$ cat src/rtl/clock_ctrl.sv
// Time-of-day controller: BCD HH:MM:SS timekeeping, two-button set-mode FSM,
// and selection of the four digits shown on the seven-segment display.
module clock_ctrl #(
  parameter int CLK_HZ = 50000000
) (
  input  logic       CLK,
  input  logic       RST,
  input  logic       KEY_MODE,
  input  logic       KEY_INC,
  input  logic       DISP,
  output logic [3:0] DIG3,
  output logic [3:0] DIG2,
  output logic [3:0] DIG1,
  output logic [3:0] DIG0,
  output logic       COLON,
  output logic [1:0] MODE
);

  localparam int PW = (CLK_HZ > 2) ? $clog2(CLK_HZ) : 1;
  localparam logic [PW-1:0] TICK_VAL = PW'(CLK_HZ - 1);
  localparam logic [PW-1:0] HALF_VAL = PW'(CLK_HZ / 2);

  typedef enum logic [1:0] {
    RUN      = 2'd0,
    SET_HOUR = 2'd1,
    SET_MIN  = 2'd2
  } state_t;

  state_t        state_reg, state_next;
  logic [PW-1:0] pre_reg, pre_next;
  logic [3:0]    hr_t_reg, hr_u_reg, mn_t_reg, mn_u_reg, sc_t_reg, sc_u_reg;
  logic [3:0]    hr_t_next, hr_u_next, mn_t_next, mn_u_next, sc_t_next, sc_u_next;
  logic          mode_prev_reg, inc_prev_reg, boot_reg;

  logic tick, half, mode_press, inc_press;
  logic sec_step, min_step, hour_step, leave_set;

  // Increment a BCD tens/units pair, wrapping to 00 after t_max/u_max.
  function automatic logic [7:0] bcd_inc(input logic [3:0] t, input logic [3:0] u,
                                         input logic [3:0] t_max, input logic [3:0] u_max);
    if (t == t_max && u == u_max) return 8'h00;
    else if (u == 4'd9)           return {t + 4'd1, 4'd0};
    else                          return {t, u + 4'd1};
  endfunction

  assign tick = (pre_reg == TICK_VAL);
  assign half = (pre_reg >= HALF_VAL);

  // boot_reg masks the first cycle after reset so a button held through reset
  // is seen as already pressed rather than as a fresh edge.
  assign mode_press = KEY_MODE & ~mode_prev_reg & ~boot_reg;
  assign inc_press  = KEY_INC & ~inc_prev_reg & ~boot_reg & ~mode_press;

  assign sec_step  = (state_reg == RUN) && tick;
  assign min_step  = (sec_step && sc_t_reg == 4'd5 && sc_u_reg == 4'd9) ||
                     (state_reg == SET_MIN && inc_press);
  assign hour_step = (state_reg == RUN && min_step && mn_t_reg == 4'd5 && mn_u_reg == 4'd9) ||
                     (state_reg == SET_HOUR && inc_press);
  assign leave_set = (state_reg == SET_MIN) && mode_press;

  always_ff @(posedge CLK) begin
    if (RST) begin
      state_reg     <= RUN;
      pre_reg       <= '0;
      hr_t_reg      <= 4'd0;
      hr_u_reg      <= 4'd0;
      mn_t_reg      <= 4'd0;
      mn_u_reg      <= 4'd0;
      sc_t_reg      <= 4'd0;
      sc_u_reg      <= 4'd0;
      mode_prev_reg <= 1'b0;
      inc_prev_reg  <= 1'b0;
      boot_reg      <= 1'b1;
    end else begin
      state_reg     <= state_next;
      pre_reg       <= pre_next;
      hr_t_reg      <= hr_t_next;
      hr_u_reg      <= hr_u_next;
      mn_t_reg      <= mn_t_next;
      mn_u_reg      <= mn_u_next;
      sc_t_reg      <= sc_t_next;
      sc_u_reg      <= sc_u_next;
      mode_prev_reg <= KEY_MODE;
      inc_prev_reg  <= KEY_INC;
      boot_reg      <= 1'b0;
    end
  end

  always_comb begin
    state_next = state_reg;
    case (state_reg)
      RUN:      if (mode_press) state_next = SET_HOUR;
      SET_HOUR: if (mode_press) state_next = SET_MIN;
      SET_MIN:  if (mode_press) state_next = RUN;
      default:  state_next = RUN;
    endcase
  end

  always_comb begin
    pre_next               = tick ? '0 : pre_reg + PW'(1);
    {hr_t_next, hr_u_next} = {hr_t_reg, hr_u_reg};
    {mn_t_next, mn_u_next} = {mn_t_reg, mn_u_reg};
    {sc_t_next, sc_u_next} = {sc_t_reg, sc_u_reg};
    if (sec_step)  {sc_t_next, sc_u_next} = bcd_inc(sc_t_reg, sc_u_reg, 4'd5, 4'd9);
    if (min_step)  {mn_t_next, mn_u_next} = bcd_inc(mn_t_reg, mn_u_reg, 4'd5, 4'd9);
    if (hour_step) {hr_t_next, hr_u_next} = bcd_inc(hr_t_reg, hr_u_reg, 4'd2, 4'd3);
    // Leaving SET_MIN restarts the second so the first tick is a full period away.
    if (leave_set) begin
      {sc_t_next, sc_u_next} = 8'h00;
      pre_next               = '0;
    end
  end

  always_comb begin
    DIG3  = hr_t_reg;
    DIG2  = hr_u_reg;
    DIG1  = mn_t_reg;
    DIG0  = mn_u_reg;
    COLON = 1'b1;
    MODE  = state_reg;
    if (state_reg == RUN) begin
      COLON = ~half;
      if (DISP) {DIG3, DIG2, DIG1, DIG0} = {mn_t_reg, mn_u_reg, sc_t_reg, sc_u_reg};
    end
    if (state_reg == SET_HOUR && half) {DIG3, DIG2} = 8'hFF;
    if (state_reg == SET_MIN && half)  {DIG1, DIG0} = 8'hFF;
  end

endmodule

$ cat config.mk
export PLATFORM = sky130hd
export DESIGN_NAME = clock_ctrl
export DESIGN_NICKNAME = d
export VERILOG_FILES = /design/src/rtl/clock_ctrl.sv
export SDC_FILE = /design/constraint.sdc
export NUM_CORES = 1
export LEC_CHECK = 0
export CAP_MARGIN = 20
export CORE_UTILIZATION = 50
export CTS_CLUSTER_SIZE = 30
export DETAILED_ROUTE_END_ITERATION = 10
export PLACE_DENSITY = 0.76
export SYNTH_ARGS = -nofsm -noshare
export SYNTH_HDL_FRONTEND = slang
export SYNTH_SLANG_ARGS = --single-unit
$ cat constraint.sdc
create_clock -name CLK -period 2.5 [get_ports CLK]
set_input_delay 0.75 -clock CLK [delete_from_list [all_inputs] [get_ports CLK]]
set_output_delay 0.75 -clock CLK [all_outputs]
set_load 0.1 [all_outputs]
; Word-level counts from Yosys, hierarchy flattened
; Index checks and enable logic that the tools add are counted.
[totals]
wordCells = 92
inputBits = 5
out_inout_bits = 19
ff_bits = 55
[op_classes]
n_lt_le_gt_ge = 1
add_sub_neg = 7
n_bitwise = 10
mux = 24
reduce_logical = 26
n_eq_ne = 13
[ops]
columns = cell, count
row1 = two-way mux 4 bit, 12
row2 = two-way mux 8 bit, 6
row3 = adder 26 x 1 -> 26 bit (second input constant), 1
row4 = == test 26 bit (second input constant), 1
row5 = >= comparator 26 x 25 -> 1 bit (second input constant), 1
row6 = adder 4 x 1 -> 4 bit (second input constant), 6
row7 = logical AND 1 bit, 14
row8 = == test 4 bit (second input constant), 3
row9 = == test 4 x 2 -> 1 bit (second input constant), 2
row10 = == test 4 x 3 -> 1 bit (second input constant), 2
row11 = two-way mux 2 bit, 3
row12 = != test 2 bit (second input constant), 3
row13 = case mux 2 bit (3 select lines), 1
row14 = AND reduction 2 bit, 3
row15 = nonzero test 2 bit, 3
row16 = AND 1 bit, 5
row17 = inverter 1 bit, 5
row18 = AND reduction 3 bit, 1
row19 = OR reduction 3 bit, 1
row20 = == test 2 x 1 -> 1 bit (second input constant), 1
row21 = == test 2 bit (second input constant), 1
row22 = logical NOT 2 bit, 1
row23 = logical OR 1 bit, 2
row24 = two-way mux 1 bit, 2
row25 = OR reduction 2 bit, 1

; Depth between registers and ports, before layout
[depth]
ltp_word = 12
ltp_mapped = 9
depth_no_buf = 7

; Least setup slack after synthesis
; No wires, ideal clock.
[synth_path]
path_type = register -> output
startpoint = reg state_reg[0] (netlist: MODE[0])
endpoint = out DIG0[2]
setup_slack_ns = -1.280
required_time_ns = 1.750
stages_incl_launch_ff = 6
arrival_ns = 3.030
path_buffers = 1
path_cell_list = dfxtp_1 > nor2_1 > nand2_1 > clkbuf_1 > mux2i_1 > nand3_1
[synth_via]
elab_chain_cells = 3
elab_cells_between_ends = 5
cone_classes = 1 x eq/ne / 2 x mux / 2 x reduce/logical
[synth_rtl]
columns = item, line_no
row1 = from (decl), 29  ; state_t state_reg, state_next;
row2 = from (signal assigned), 75  ; state_reg <= state_next;
row3 = logical NOT 2 bit or == test 2 bit (tied branches), "121, 126"
row4 = two-way mux 4 bit or logical AND 1 bit (tied branches), "121, 126"
row5 = two-way mux 4 bit *, 126  ; if (state_reg == SET_MIN && half) {DIG1, DIG0} = 8'hFF;
row6 = to (decl), 14  ; output logic [3:0] DIG0,
; Mark *: on every way between the ends. The rest lies on a longest branch, timed or not.

; Final worst setup path
[layout_path]
startpoint = reg pre_reg[9]
endpoint = out DIG0[2]
[layout_via]
elab_chain_cells = 3
[layout_rtl]
columns = item, line_no
row1 = from (decl), 30  ; logic [PW-1:0] pre_reg, pre_next;
row2 = from (signal assigned), 76  ; pre_reg <= pre_next;
row3 = >= comparator 26 x 25 -> 1 bit, 47  ; assign half = (pre_reg >= HALF_VAL);
row4 = logical AND 1 bit, 126
row5 = two-way mux 4 bit, 126
; No other way between the ends.

==> flow_metrics.tcl <==
set metrics [dict create \
    async_flop_share_pct 0 \
    synth-seq-cells 55 \
    finalCriticalPeriod_ns 2.77 \
    grt_first_pass_wirelength_um 12500 \
    synth.cells.most_frequent "55 x dfxtp_1, 44 x nor2_1, 40 x nand3_1" \
    worstSkewPairLatency_ns 0.32 \
    number_of_enable_flip_flop_cells_after_synthesis 0 \
    design.die.area_mm2 0.00654 \
    gpl.final_weighted_congestion 0.906 \
    ff2ff_setup_slack_ns 0.21 \
    grt_start_max_net_pins 27 \
    die_x_um 80.9 \
    detailedPlacementHpwl_um 5550 \
    globalRouteOverflowTotal 0 \
    grt_setup_unrepaired "true" \
    ys_warn_count 0 \
    mapped_area_mm2 0.00311 \
    worst-r2r-cell-count 6 \
    synth.avg_cell_area_um2 8.38 \
    timing.critical_path.to_type "output port" \
    dr.first_iter.drc_count 175 \
    post-synth-top-count-cell "dfxtp_1" \
    antenna_found_initial 0 \
    synth_xor_xnor_area_share_pct 7.61 \
    synthDominantCellAreaShare_pct 35.4 \
    synth_compound_area_share_pct 10.8 \
    syn_to_final_growth_pct 38.2 \
    boundaryPins 24 \
    register_area_mm2 0.00111 \
    fin_worst_hold_slack_ns 0.450 \
    n_fill_cell 449 \
    cts.root.buffer_cell "clkbuf_8" \
    timing_max_transition_violations_final 0 \
    critical_path.reg2reg.endpoint "mn_t_reg[3]" \
    portBuffers 23 \
    cts_buffers 5 \
    arrival_ns 2.02 \
    hold_start "MODE[1]" \
    fin_nets 430 \
    total_power_mw 1.54 \
    fin_crit_sh_pct 111 \
    die_height_um 80.9 \
    placed_instance_area_mm2 0.00401 \
    min-delay-path-class "reg -> reg" \
    post_synth_mux_area_share_pct 6.20 \
    post-route-drc-count 0 \
    ys_seq_area_share_pct 35.4 \
    fin_hold_viols 0 \
    critical_path.max_fanout 8 \
    finish.instance_area_mm2 0.00430 \
    cts.sinks 55 \
    ys.flop_type "dfxtp_1" \
    final_layout_size_suffix_gt1_share_pct 25.4 \
    peakVddDrop_uv 238 \
    timing.final.setup_violations 17 \
    pwr_density_cell_mw_per_mm2 359 \
    path_class "reg -> out" \
    leakagePower_nw 1.73 \
    max_freq_mhz 360 \
    num_rows 28 \
    synth_largest_area_cell "dfxtp_1" \
    avgViaCountPerCell 5.81 \
    residual_antenna_violating_net_count_after_detailed_routing 0 \
    finalWirelength_um 7550 \
    worstSetupStartpointType "flop" \
    synth_area_leaders "dfxtp_1 35%, nand3_1 6.4%, mux2i_1 5.5%" \
    layout.cells.non_filler 489 \
    via_count_of_the_first_global_routing_pass 2675 \
    drt-wirelength-per-cell_um 15.4 \
    largest_register_ffs 26 \
    floorplan.initialDensity_pct 52.2 \
    clock_slew_seen_by_the_registers_of_the_worst_setup_and_hold_paths_ns 0.10 \
    num_vias 2840 \
    reg2reg_from "sc_u_reg[0]" \
    synth.net_count 388 \
    synth_top_family_by_area "simple AND/OR/NAND/NOR gates" \
    dp_cells 479 \
    min_to "MODE[0]" \
    core_mm2 0.00596 \
    netlist-cell-type-count 53 \
    synthSimpleGateAreaFrac_pct 31.8 \
    cts_tree "built" \
    fin_ws_ns -0.274 \
    synth_fa_ha_area_share_pct 4.83 \
    timing.hold.worst_path_depth 1 \
    htreeDepth 2 \
    post_synth_inst_count 371 \
    preCtsSetupSlack_ns -0.359 \
    number_of_antenna_repair_diodes 0 \
    run_status "complete, but fails checks" \
    timing.max_cap.violations 0 \
    groute.usage.overall_pct 24.8 \
    violated_checks "negative setup slack" \
    worstPathRequired_ns 1.75 \
    cts.path.max_buffers 2 \
    firstDrtPassIters 4 \
    worst_pin_slew_ns 0.967 \
    max-slew-margin-rel_pct 35.5 \
    multi_input_area_mm2 0.00230 \
    timing.clock.skew_ns 0.0140 \
]
-- placed cells by master, fill, tap and decap left out, types with 3 or more instances in the layout --
cell type / count
nand3_1: 24
and3b_1: 3
clkdlybuf4s50_1: 3
clkbuf_8: 5
buf_12: 22
mux2i_2: 6
nand3_4: 16
nor4_1: 3
nor2b_1: 11
and2_1: 3
xnor2_1: 14
nand4_1: 9
and4_1: 9
nor3_1: 8
ha_1: 12
and3_1: 10
dfxtp_1: 50
or3_1: 3
nor2_1: 44
nand2_1: 20
dfxtp_4: 3
buf_4: 21
or4_1: 3
inv_1: 13
o21ai_0: 14
mux2i_4: 10
xor2_1: 13
o21ai_2: 3
a21oi_1: 15
-- cell type report --
class	count	share of cell area, %
Clock buffer	5	1.60
Sequential cell	55	25.9
Multi-Input combinational cell	290	53.6
Inverter	14	1.22
Tap cell	75	2.18
Timing Repair Buffer	47	14.8
Clock inverter	3	0.582
-- critical path: stages, from the launching register on --
cell and delay, ns:
dfxtp_4 0.36, nor4_4 0.29, a21oi_1 0.10, o21a_2 0.25, o2111ai_4 0.21, buf_12 0.19, nand3_4 0.09, buf_12 0.21
-- per-stage QoR --
step | utilization, % | setup TNS, ns
6_report | 72.1 | -4.38
5_1_grt | 72.1 | -6.18
4_1_cts | 71.9 | -4.64
3_5_place_dp | 67.2 | -4.90
3_3_place_gp | 67.2 | -4.52
2_1_floorplan | - | -1.16
-- worst max path at each step --
stage	from	end	slack [ns]	cells after the start
6_report	pre_reg[9]	DIG0[2]	-0.27	7
3_3_place_gp	DISP	DIG0[1]	-0.30	6
4_1_cts	pre_reg[7]	DIG1[0]	-0.30	7
2_1_floorplan	pre_reg[10]	DIG0[0]	-0.07	5
3_5_place_dp	DISP	DIG0[3]	-0.36	6
5_1_grt	pre_reg[7]	DIG1[0]	-0.39	7
-- layer usage --
| layer | up-vias | global-route usage (%) | wire length [um] |
|---|---|---|---|
| met5 | - | 0 | 0 |
| met4 | 0 | 9.64 | 128 |
| met3 | 9 | 3.71 | 263 |
| met2 | 65 | 44.4 | 3880 |
| met1 | 1339 | 29.5 | 3290 |
| li1 | 1427 | - | - |
-- repair_timing --
| action | in CTS | in global routing |
|---|---|---|
| setup buffers | 1 | 1 |
| hold buffers | 0 | 0 |
| setup endpoints to repair | 17 | 17 |
| gates resized for setup | 36 | 3 |
| pin swaps | 2 | 1 |
-- where the power goes --
part	total, mW	switching, mW	internal (mW)
clock	0.513	0.312	0.201
combinational	0.139	0.0784	0.0608
sequential	0.891	0.00819	0.882
total	1.54	0.398	1.14
-- cells by family (layout without fill, tap and decap cells) --
logic type / count (synthesis) / in the layout
and+or+nand+nor: 179 / 179
DFF: 55 / 55
AOI/OAI and AO/OA: 53 / 53
xor gates and xnor gates: 27 / 27
buffers and inverters: 26 / 69
muxes: 19 / 19
adders and majority gates: 12 / 12
Power figures use the tool's default switching activity.
